`src/rtl/out_trace_pkg.sv`:
```
// out_trace_pkg: shared defaults and entry layout for the output trace buffer.
// Optional OUT_TRACE_TIMESTAMP_EN adds a cycle stamp field to each entry.
package out_trace_pkg;
  localparam int DEPTH_DEF = 8;
  localparam int DW_DEF = 32;
  localparam int DROP_W = 8;
  localparam int STAMP_W = 16;
  typedef struct packed {
`ifdef OUT_TRACE_TIMESTAMP_EN
    logic [STAMP_W-1:0] stamp;
`endif
    logic [DW_DEF-1:0] data;
  } entry_t;
endpackage

```
`src/rtl/out_trace_buffer_sync_fifo.sv`:
```
// sync_fifo: power-of-two synchronous FIFO with occupancy count, zero head when empty.
// Ports: clk, rst (sync active-low), push/pop requests, wr_data in, rd_data/count/full/empty out.
module sync_fifo #(
  parameter int DEPTH = 8,
  parameter int W = 32
) (
  input  logic                     clk,
  input  logic                     rst,
  input  logic                     push,
  input  logic                     pop,
  input  logic [W-1:0]             wr_data,
  output logic [W-1:0]             rd_data,
  output logic [$clog2(DEPTH):0]   count,
  output logic                     full,
  output logic                     empty
);
  localparam int AW = $clog2(DEPTH);
  logic [W-1:0] mem [DEPTH];
  logic [AW-1:0] wr_ptr, rd_ptr;
  logic do_push, do_pop;
  assign empty = count == '0;
  assign full = count == (AW+1)'(DEPTH);
  assign do_pop = pop & ~empty;
  // A write into a full FIFO is legal when the head leaves on the same edge.
  assign do_push = push & (~full | do_pop);
  assign rd_data = empty ? '0 : mem[rd_ptr];
  always_ff @(posedge clk)
    if (do_push) mem[wr_ptr] <= wr_data;
  always_ff @(posedge clk) begin
    if (!rst) begin
      wr_ptr <= '0;
      rd_ptr <= '0;
      count <= '0;
    end else begin
      wr_ptr <= wr_ptr + AW'(do_push);
      rd_ptr <= rd_ptr + AW'(do_pop);
      count <= count + (AW+1)'(do_push) - (AW+1)'(do_pop);
    end
  end
endmodule

```
`src/rtl/out_trace_buffer.sv`:
```
// out_trace_buffer: captures changes of the processor result bus into a FIFO with overflow tracking.
// Ports: clk, rst (sync active-low), out_top, cap_en, rd_valid/rd_ready/rd_data, count, ovf,
// drop_cnt, clr_ovf; rd_stamp only when OUT_TRACE_TIMESTAMP_EN is defined.
module out_trace_buffer
  import out_trace_pkg::*;
#(
  parameter int DEPTH = DEPTH_DEF,
  parameter int DW = DW_DEF
) (
  input  logic                     clk,
  input  logic                     rst,
  input  logic [DW-1:0]            out_top,
  input  logic                     cap_en,
  output logic                     rd_valid,
  input  logic                     rd_ready,
  output logic [DW-1:0]            rd_data,
  output logic [$clog2(DEPTH):0]   count,
  output logic                     ovf,
  output logic [DROP_W-1:0]        drop_cnt,
  input  logic                     clr_ovf
`ifdef OUT_TRACE_TIMESTAMP_EN
  ,
  output logic [STAMP_W-1:0]       rd_stamp
`endif
);
  logic [DW-1:0] prev;
  logic prev_vld, full, empty, pop, cap, drop;
  assign pop = rd_valid & rd_ready;
  assign cap = cap_en & (~prev_vld | (out_top != prev));
  assign drop = cap & full & ~pop;
  assign rd_valid = ~empty;
`ifdef OUT_TRACE_TIMESTAMP_EN
  logic [STAMP_W-1:0] stamp;
  logic [STAMP_W+DW-1:0] head;
  always_ff @(posedge clk) stamp <= !rst ? '0 : stamp + 1'b1;
  sync_fifo #(.DEPTH(DEPTH), .W(STAMP_W+DW)) u_fifo (
    .clk(clk), .rst(rst), .push(cap), .pop(pop), .wr_data({stamp, out_top}),
    .rd_data(head), .count(count), .full(full), .empty(empty)
  );
  assign rd_data = head[DW-1:0];
  assign rd_stamp = head[DW+:STAMP_W];
`else
  sync_fifo #(.DEPTH(DEPTH), .W(DW)) u_fifo (
    .clk(clk), .rst(rst), .push(cap), .pop(pop), .wr_data(out_top),
    .rd_data(rd_data), .count(count), .full(full), .empty(empty)
  );
`endif
  always_ff @(posedge clk) begin
    if (!rst) begin
      prev <= '0;
      prev_vld <= 1'b0;
      ovf <= 1'b0;
      drop_cnt <= '0;
    end else begin
      if (cap) begin
        prev <= out_top;
        prev_vld <= 1'b1;
      end
      // A drop outranks a coincident clear, restarting the tally at one.
      ovf <= drop | (ovf & ~clr_ovf);
      drop_cnt <= drop ? (clr_ovf ? DROP_W'(1) : drop_cnt + DROP_W'(drop_cnt != '1)) :
                  clr_ovf ? '0 : drop_cnt;
    end
  end
endmodule

```
`config.mk`:
```
export PLATFORM = sky130hd
export DESIGN_NAME = out_trace_buffer
export DESIGN_NICKNAME = d
export VERILOG_FILES = /design/src/rtl/out_trace_pkg.sv /design/src/rtl/out_trace_buffer_sync_fifo.sv /design/src/rtl/out_trace_buffer.sv
export SDC_FILE = /design/constraint.sdc
export NUM_CORES = 1
export LEC_CHECK = 0
export CAP_MARGIN = 20
export CELL_PAD_IN_SITES_DETAIL_PLACEMENT = 1
export CELL_PAD_IN_SITES_GLOBAL_PLACEMENT = 1
export CORE_MARGIN = 5
export CORE_UTILIZATION = 51
export CTS_BUF_LIST = sky130_fd_sc_hd__clkbuf_8 sky130_fd_sc_hd__clkbuf_16
export CTS_CLUSTER_SIZE = 24
export DETAILED_ROUTE_END_ITERATION = 8
export PLACE_DENSITY_LB_ADDON = 0.1
export REMOVE_ABC_BUFFERS = 1
export SYNTH_ARGS = -nofsm -noshare
export SYNTH_HDL_FRONTEND = slang
export SYNTH_HIERARCHICAL = 1
export SYNTH_SLANG_ARGS = --single-unit
```
`constraint.sdc`:
```
create_clock -name clk -period 6.9 [get_ports clk]
set_input_delay 1.725 -clock clk [delete_from_list [all_inputs] [get_ports clk]]
set_output_delay 1.725 -clock clk [all_outputs]
set_load 0.02 [all_outputs]
```
==> results of run 1 <==
## how the worst min path moves through the flow
stage / start / end / slack (ns) / cells after the start
3_5_place_dp: prev_vld / prev_vld / 0.46 / 1
5_1_grt: prev_vld / prev_vld / 0.49 / 1
4_1_cts: prev_vld / prev_vld / 0.48 / 1
6_report: prev_vld / prev_vld / 0.47 / 1
2_1_floorplan: prev_vld / prev_vld / 0.44 / 1
3_3_place_gp: prev_vld / prev_vld / 0.45 / 1
## state kept, by name, summed over array words and instances, names as in the netlist
signal,cells
drop_cnt,8
ovf,1
prev,32
prev_vld,1
u_fifo/count,4
u_fifo/mem,256
u_fifo/rd_ptr,3
u_fifo/wr_ptr,3
## cells in the final DEF (no fill, tap or decap), types with 4 or more instances in the layout
cell type	n
a31o_1	30
xor2_1	30
clkdlybuf4s50_1	81
nor4_1	7
nand2_1	43
mux4_1	28
and2_1	10
edfxtp_1	256
nand2b_1	7
mux2i_1	7
clkbuf_16	31
mux4_2	36
nor2b_1	6
nor2_1	31
ha_1	11
nor2_4	6
inv_1	16
a22o_1	32
a21oi_1	4
clkbuf_8	7
dfxtp_1	50
buf_4	15
xnor2_1	5
## logic make-up after synthesis
| family | count (synthesis) | synth area share, % |
|---|---|---|
| fa+ha+maj | 12 | 1.27 |
| flops | 308 | 70.3 |
| compound gates | 80 | 5.36 |
| buf+inv | 43 | 2.37 |
| xor+xnor | 35 | 2.47 |
| mux | 71 | 13.0 |
| simple gates | 133 | 5.15 |
## power groups by stage
stage	sequential, mW	clock, mW	combinational [mW]
final	2.28	1.66	1.36
after detailed placement	2.33	0	1.38
after CTS	2.29	1.69	1.39
after global placement	2.32	0	1.35
after global routing	2.30	1.79	1.45
after floorplan	2.31	0	0.798
## metal layers
layer,vias up,wire (microns)
li1,2920,-
met1,3351,11400
met2,156,14000
met3,36,1290
met4,2,421
met5,-,13
## critical path: stages (launching register included)
cell,delay (ns)
dfxtp_1,0.35
inv_1,0.09
ha_1,0.22
or3b_4,0.25
inv_1,0.08
nor2_2,0.64
buf_4,0.46
a22o_1,0.29
clkdlybuf4s50_1,0.65
## stage by stage
step	power [mW]	setup WS (ns)	cells	area [sq um]
floorplan	3.11	0.387	646	12100
global placement	3.67	1.58	1067	13500
detailed placement	3.71	1.52	1067	13500
CTS	5.37	1.53	1124	14600
global route	5.54	1.41	1124	14600
finish	5.30	1.58	1124	14600
## final cells by class
class | count | share of cell area (%)
clock buffers | 38 | 5.99
clock inverters | 19 | 1.09
inverters | 7 | 0.180
multi-input cells | 331 | 23.6
flip-flops and latches | 308 | 59.9
well taps | 324 | 2.78
repair buffers | 97 | 6.37
==> results by group, run 1 <==
Yosys
  – Post-synth top cells: edfxtp_1 (256), dfxtp_1 (52), nand2_1 (43)
  – Top cells by area, synth: edfxtp_1 (62%), dfxtp_1 (8.4%), mux4_2 (6.5%), mux4_1 (5.9%), a22o_1 (2.3%)
  – Sequential area share after synthesis: 70.3%
  – Synth unique cells: 46
  – Count leader, synth: edfxtp_1
  – Post-synth top area cell: edfxtp_1
  – Mapped Cells: 682
  – Avg Cell Area, Syn: between 15 and 20 sq um
  – Mapped Area: roughly 12,000 sq um
  – Prevailing post-synth register cell: edfxtp_1
  – Yosys reg bits: 308
  – Post-synth EDFFs: 256
  – Synthesis Warnings: 6
  – Post-synth top area share: between 60% and 70%
  – Async set-reset flop share out of synthesis: 0%

Pwr
  – Switching pwr: between 1 and 1.5 mW
  – PD cells: 364 nW/um^2
  – P_int: about 3.8 mW
  – Sequential Power Share: between 40% and 50%
  – Clock share of power: a little under a third
  – Peak supply drop: 0.000193 V
  – Static leakage: 4.96 nW
  – Combinational share of power: roughly 26%
  – Sw Ratio: between 20% and 30%

Critical path
  – CP endpoint: rd_data[0]
  – RR Startpoint: u_fifo/count[2]
  – Reg-to-reg critical path endpoint: u_fifo/mem[1][12]
  – R2R cell count: 9
  – Setup slack, reg-to-reg: ~3.4 ns
  – Critical path fanouts, max: 20
  – Worst setup path start: u_fifo/count[2]
  – CP arrival: between 3 and 4 ns
  – Worst Setup Start Kind: flip-flop
  – Crit Path Class: reg2out
  – Critical Path End Type: primary output
  – Critical Path RT: ~5.2 ns

Clock tree
  – CTS resizes: 0
  – Clock Tree Buf Depth: 3
  – Clk sinks: just over 300
  – CTS tree: done
  – Post CTS Setup Buffer Count: 0
  – Clock Root Buffer: clkbuf_16
  – H-Tree Depth: 1
  – Skew-Pair Late Insertion Delay: 0.54 ns
  – Total CTS buffers: 31
  – Clk pin slew, worst setup/hold paths: 0.06 ns
  – Hold buffers post-CTS: 0

Floorplan
  – Die Y: roughly 170 microns
  – CORE AREA: 24,100 sq um
  – Initial Util: roughly 50%
  – IO Count: just over 80
  – Chip width: 166 microns
  – Die area: 27,500 sq um
  – Site Rows: 57

STA
  – Worst Hold Slack: around 0.47 ns
  – Final critical-path share of the clock period: 77.2%
  – Actual slew at the worst max-slew pin: between 1 and 1.5 ns
  – RSZ-0062 raised after global routing: false
  – Final setup violation count: 0
  – Highest Clock Rate: roughly 0.19 GHz
  – Final Hold Viols: 0
  – Setup_tns: 0 ns
  – Final slew viol count: 0
  – Final min period: between 5 and 6 ns
  – Final setup skew: between 0.02 and 0.025 ns
  – Rel. slew slack: between 30% and 40%

Final layout
  – Diode count: 0
  – Multi-input combinational cell area: approximately 3400 sq um
  – Final layout net count: about 830
  – Synthesis-to-finish area growth: 17.4%
  – Layout fillers: between 2,000 and 2,500
  – Layout cells sized above 1: 14.1%
  – Util after Layout: between 60% and 70%
  – Reg area: 8730 sq um

GRT
  – Largest net degree at the start of global routing: 80
  – Gr usage total: about 20%
  – Grt peak-use layer: met2
  – Aggregate global routing overflow: 0
  – Vias in the first global route: roughly 7,200
  – Initial antenna violation count: 1
  – Met2 usage: approximately a third
  – Met1 Usage GRT: between 20% and 30%
  – First-pass GRT wire length: 42.2 mm
  – Met3 Use GR: under 10%

Drt
  – WL per Instance: 24.1 microns
  – Vias: 6,465
  – Antenna-violating nets left: 0
  – First-pass DRT Iterations: 5
  – DRT Wirelength: approximately 27 mm
  – Drt initial violations: 420
  – # DRC: 0
  – Vias per std cell: 5.75

Min path
  – Hold Path Class: reg2reg

Placed design
  – DP HPWL: 16.2 mm
  – RD Place Congestion: 0.815
  – Port bufs: around 80

Flow run
  – Max cap viols: 0

Outcome
  – Status: finished, final reports clean
Note: power is estimated with default switching activity, not from simulation.
==> run 2: changes to the inputs <==
Settings changed: CORE_UTILIZATION 51 to 46.
Clock period 6.9 ns to 4.47 ns, I/O delays scaled along.
==> run 2 against run 1 <==
Count of clock-buffer cells in the layout rose by 2. Final cell count is 6.4% higher. Sequential power grew 51%. Die area increased by 10%.
==> results by group, run 2 (same netlist as run 1, synthesis figures left out) <==
Drt
  – Antenna-violating nets left: 0
  – Drt initial violations: around 430
  – WL per Instance: 24.4 microns
  – Vias: 6,812
  – Vias per std cell: about 5.7
  – First-pass DRT Iterations: 4
  – # DRC: 0
  – DRT Wirelength: roughly 30 mm

Clock tree
  – Clk sinks: 308
  – Skew-Pair Late Insertion Delay: between 0.5 and 0.6 ns
  – Total CTS buffers: 35
  – CTS resizes: 0
  – Clock Tree Buf Depth: 3
  – Post CTS Setup Buffer Count: 0
  – H-Tree Depth: 2
  – Clk pin slew, worst setup/hold paths: 0.06 ns
  – Clock Root Buffer: clkbuf_16
  – CTS tree: done
  – Hold buffers post-CTS: 0

Pwr
  – Power, Total: about 8.6 mW
  – Peak supply drop: approximately 0.00027 V
  – Static leakage: between 5 and 6 nW
  – PD cells: ~560 nW/um^2

Placed design
  – DP HPWL: about 18 mm
  – Placed Cells: roughly 1,100
  – RD Place Congestion: approximately 0.77
  – Port bufs: between 80 and 90

STA
  – Highest Clock Rate: ~0.25 GHz
  – Final setup skew: about 0.019 ns
  – Final min period: 4.06 ns
  – Final critical-path share of the clock period: between 90 and 100%
  – RSZ-0062 raised after global routing: false
  – Setup_tns: 0 ns
  – Final setup violation count: 0
  – Final Hold Viols: 0
  – Actual slew at the worst max-slew pin: 0.721 ns
  – Rel. slew slack: 51.9%
  – Final slew viol count: 0

Critical path
  – CP arrival: about 2.9 ns
  – Critical Path RT: ~3.4 ns
  – Critical path fanouts, max: 31
  – Critical Path End Type: primary output
  – Crit Path Class: reg2out
  – Worst Setup Start Kind: flip-flop

Min path
  – Hold Path Class: reg2reg

Flow run
  – Max cap viols: 0

Floorplan
  – Die area: between 30,000 and 40,000 sq um
  – IO Count: just over 80
  – Chip width: 174 microns
  – Die Y: approximately 170 microns
  – CORE AREA: between 20,000 and 30,000 sq um
  – Site Rows: 60
  – Initial Util: around 46%

GRT
  – Gr usage total: around a fifth
  – Largest net degree at the start of global routing: 43
  – Initial antenna violation count: 1
  – Vias in the first global route: around 7,500
  – Aggregate global routing overflow: 0
  – First-pass GRT wire length: 45.9 mm

Final layout
  – Most frequent cells in the layout: edfxtp_1 (256), clkdlybuf4s50_1 (81), dfxtp_1 (50)
  – Top reg by flops: u_fifo/mem
  – Commonest non-fill, non-tap cell in the layout: edfxtp_1
  – Layout fillers: between 2,000 and 2,500
  – Diode count: 0
  – Non-Filler Instances: 1,196
  – Final layout net count: around 900
  – Layout cells sized above 1: between 15 and 20%
  – Synthesis-to-finish area growth: 23.7%
  – Largest regs: u_fifo/mem (256), prev (32), drop_cnt (8)
  – Max FFs per register: about 260

Outcome
  – Status: finished, final reports clean
-- run 2: layout make-up --
class / instances / area [sq um] / area share [%]
clock buffer: 40 / 967 / 6.30
clock inverter: 22 / 203 / 1.32
inverter: 7 / 26.3 / 0.171
multi-input combinational: 331 / 3440 / 22.4
sequential: 308 / 8730 / 56.9
tap: 341 / 427 / 2.78
timing repair buffer: 147 / 1550 / 10.1
-- run 2: final timing paths --
path | endpoint | from | depth (start not counted) | slack, ns
max | rd_data[31] | u_fifo/rd_ptr[0] | 4 | 0.41
min reg2reg | prev_vld | prev_vld | 1 | 0.47
min | prev_vld | prev_vld | 1 | 0.47
max reg2reg | u_fifo/wr_ptr[2] | prev[4] | 12 | 1.45
-- run 2: power by group --
part / internal [mW] / switching (mW)
sequential: 3.31 / 0.134
clock: 1.77 / 1.09
combinational: 1.14 / 1.15
-- run 2: per-layer routing --
| metal | up-vias | routed length, microns | GRT usage (%) | part of all wire [%] |
|---|---|---|---|---|
| li1 | 3035 | - | - | - |
| met1 | 3586 | 12600 | 26.6 | 43 |
| met2 | 159 | 14800 | 33.3 | 51 |
| met3 | 30 | 1340 | 3.81 | 4.6 |
| met4 | 2 | 415 | 4.35 | 1.4 |
| met5 | - | 13 | 0 | 0.045 |
-- run 2: critical path: stages (launching register included) --
cell             delay, ns
dfxtp_4               0.63
buf_12                0.31
mux4_1                0.63
a22o_1                0.27
clkdlybuf4s50_1       0.55
-- run 2: metrics by stage --
| stage | setup slack, ns | hold WS [ns] | instance area [sq um] | util, % |
|---|---|---|---|---|
| 2_1_floorplan | -1.44 | 0.440 | 12100 | - |
| 3_3_place_gp | 0.123 | 0.445 | 14200 | 53.1 |
| 3_5_place_dp | 0.0262 | 0.462 | 14200 | 53.1 |
| 4_1_cts | 0.345 | 0.475 | 15400 | 57.5 |
| 5_1_grt | 0.275 | 0.513 | 15400 | 57.5 |
| 6_report | 0.413 | 0.472 | 15400 | 57.5 |
==> run 3: changes to the inputs <==
Settings changed: CORE_UTILIZATION 46 to 35, CTS_CLUSTER_DIAMETER from default to 50.
==> run 3 against run 2 <==
Critical path depth up 4. Sequential share of layout area down 1.5 points. Flip-flop and latch count unchanged. Wire length rose by 2.3%. Die area grew 30%. Worst setup slack worse by 0.060 ns. Clock skew rose by 0.0036 ns. Cell area is 2.6% higher. Combinational power grew 3%. Largest cell class unchanged. Largest power group unchanged. Highest routed layer is now met4.
==> results by group, run 3 (same netlist as run 1, synthesis figures left out) <==
Placed design
  – Port bufs: 82
  – Placed Cells: 1,264
  – RD Place Congestion: slightly above 0.7
  – DP HPWL: between 15 and 20 mm
  – DP Worst Slack: -0.185 ns

Clock tree
  – Clock Tree Buf Depth: 3
  – Clk sinks: approximately 310
  – Total CTS buffers: 35
  – Hold buffers post-CTS: 0
  – Skew-Pair Late Insertion Delay: a little over 0.5 ns
  – CTS resizes: 0
  – H-Tree Depth: 2
  – CTS tree: done
  – Post CTS Setup Buffer Count: 0
  – Clock Root Buffer: clkbuf_16
  – Clk pin slew, worst setup/hold paths: 0.05 ns

Final layout
  – Synthesis-to-finish area growth: 27.0%
  – Diode count: 0
  – Final layout net count: just under 900
  – Largest regs: u_fifo/mem (256), prev (32), drop_cnt (8)
  – Layout fillers: roughly 3,400
  – Reg area: ~8700 sq um
  – Max FFs per register: between 200 and 300
  – Commonest non-fill, non-tap cell in the layout: edfxtp_1
  – Layout cells sized above 1: about 22%
  – Most frequent cells in the layout: edfxtp_1 (256), clkdlybuf4s50_1 (81), dfxtp_1 (50), buf_4 (50), nand2_1 (43)
  – Non-Filler Instances: about 1,300
  – Top reg by flops: u_fifo/mem
  – Multi-input combinational cell area: around 3400 sq um
  – Util after Layout: 44.6%

Drt
  – Drt initial violations: approximately 300
  – Vias per std cell: just over 5
  – # DRC: 0
  – Vias: between 6,000 and 7,000
  – First-pass DRT Iterations: 4
  – WL per Instance: between 20 and 25 microns
  – Antenna-violating nets left: 0
  – DRT Wirelength: about 30 mm

Pwr
  – PD cells: approximately 560 nW/um^2
  – Static leakage: roughly 5.4 nW
  – Combinational share of power: between 20% and 30%
  – Sw Ratio: between 20 and 30%
  – Sequential Power Share: between 30 and 40%
  – Switching pwr: ~2.5 mW
  – P_int: 6.40 mW
  – Clock share of power: a little over a third
  – Peak supply drop: between 0.0002 and 0.0003 V
  – Power, Total: 8.89 mW

Min path
  – Hold Path Class: reg2reg
  – Hold Path End: prev_vld
  – Min-delay src: prev_vld
  – Hold depth: 1

STA
  – RSZ-0062 raised after global routing: false
  – Final critical-path share of the clock period: approximately 90%
  – Final Hold Viols: 0
  – Final min period: between 4 and 5 ns
  – Rel. slew slack: between 40 and 50%
  – Worst Hold Slack: between 0.4 and 0.5 ns
  – Final worst slack: between 0.3 and 0.4 ns
  – Final slew viol count: 0
  – Final setup violation count: 0
  – Highest Clock Rate: about 0.24 GHz
  – Actual slew at the worst max-slew pin: approximately 0.84 ns
  – Final setup skew: roughly 0.023 ns

GRT
  – Gr usage total: ~15%
  – Aggregate global routing overflow: 0
  – First-pass GRT wire length: ~46 mm
  – Initial antenna violation count: 0
  – Largest net degree at the start of global routing: 43
  – Vias in the first global route: between 7,000 and 8,000

Critical path
  – Critical Path End Type: primary output
  – Most frequent CP cell: inv_1
  – Worst Setup Start Kind: flip-flop
  – Crit Path Class: reg2out
  – RR Startpoint: prev[7]
  – Max incr delay on CP: approximately 0.64 ns
  – Cells along the critical path: inv_1 -> ha_1 -> or3b_4 -> inv_1 -> nor2_2 -> buf_4 -> a22o_1 -> clkdlybuf4s50_1
  – Critical path fanouts, max: 32
  – Setup slack, reg-to-reg: about 1.1 ns
  – Critical Path RT: roughly 3.4 ns
  – R2R cell count: 11
  – Reg-to-reg critical path endpoint: u_fifo/count[2]
  – CP arrival: about 3.0 ns
  – CP max-delay cell: clkdlybuf4s50_1

Floorplan
  – IO Count: just over 80
  – CORE AREA: between 30,000 and 40,000 sq um
  – Die Y: approximately 200 microns
  – Die area: about 39,000 sq um
  – Chip width: between 150 and 200 microns
  – Site Rows: 69
  – Initial Util: around a third

Outcome
  – Status: finished, final reports clean

Flow run
  – Max cap viols: 0
## run 3: cell types whose count changed in the layout (fill, tap and decap cells not counted), sizes merged
cell      before  now
buf           66   76
clkinvlp       1    7
clkinv        10    5
clkbuf        40   36
bufinv         4    7
inv           14   16
## run 3: worst max-delay path by stage
stage,startpoint,end,slack [ns],cells past startpoint
6_report,u_fifo/count[2],rd_data[3],0.35,8
5_1_grt,u_fifo/count[2],rd_data[3],0.15,8
4_1_cts,u_fifo/count[2],rd_data[3],0.29,8
3_5_place_dp,out_top[7],u_fifo/count[1],-0.19,11
3_3_place_gp,out_top[7],u_fifo/count[2],-0.21,12
2_1_floorplan,out_top[17],u_fifo/mem[1][0],-1.44,6
## run 3: power by group through the flow
stage          sequential [mW]  combinational (mW)  clock (mW)
6_report                  3.43                2.36        3.10
5_1_grt                   3.46                2.53        3.33
4_1_cts                   3.44                2.42        3.20
3_5_place_dp              3.50                2.41           0
3_3_place_gp              3.49                2.39           0
2_1_floorplan             3.57                1.23           0
## run 3: area by class of cell
type | count | share of cell area, %
clock buffers | 36 | 5.72
clock inverters | 28 | 2.44
inverters | 7 | 0.167
multi-input cells | 331 | 21.9
flip-flops and latches | 308 | 55.4
well taps | 461 | 3.66
repair buffers | 157 | 10.7
## run 3: metal layers
layer	vias up	part of all wire [%]	routed length, microns	global-route usage, %
met5	-	0	0	0
met4	0	1.6	481	3.34
met3	38	4.3	1280	2.71
met2	124	52	15500	27.3
met1	3567	42	12600	19.6
li1	3064	-	-	-
## run 3: critical path: cells and delay by family, from the launching register on
kind / cells / cell delay [ns]
AOI/OAI and AO/OA: 1 / 0.30
adders and majority gates: 1 / 0.22
buffers and inverters: 4 / 1.30
DFF: 1 / 0.36
and+or+nand+nor: 2 / 0.32
## run 3: metrics by stage
step | area (sq um) | TNS (ns)
global placement | 14500 | -0.636
CTS | 15800 | 0
global route | 15800 | 0
finish | 15800 | 0
floorplan | 12100 | -199.72
detailed placement | 14500 | -0.557
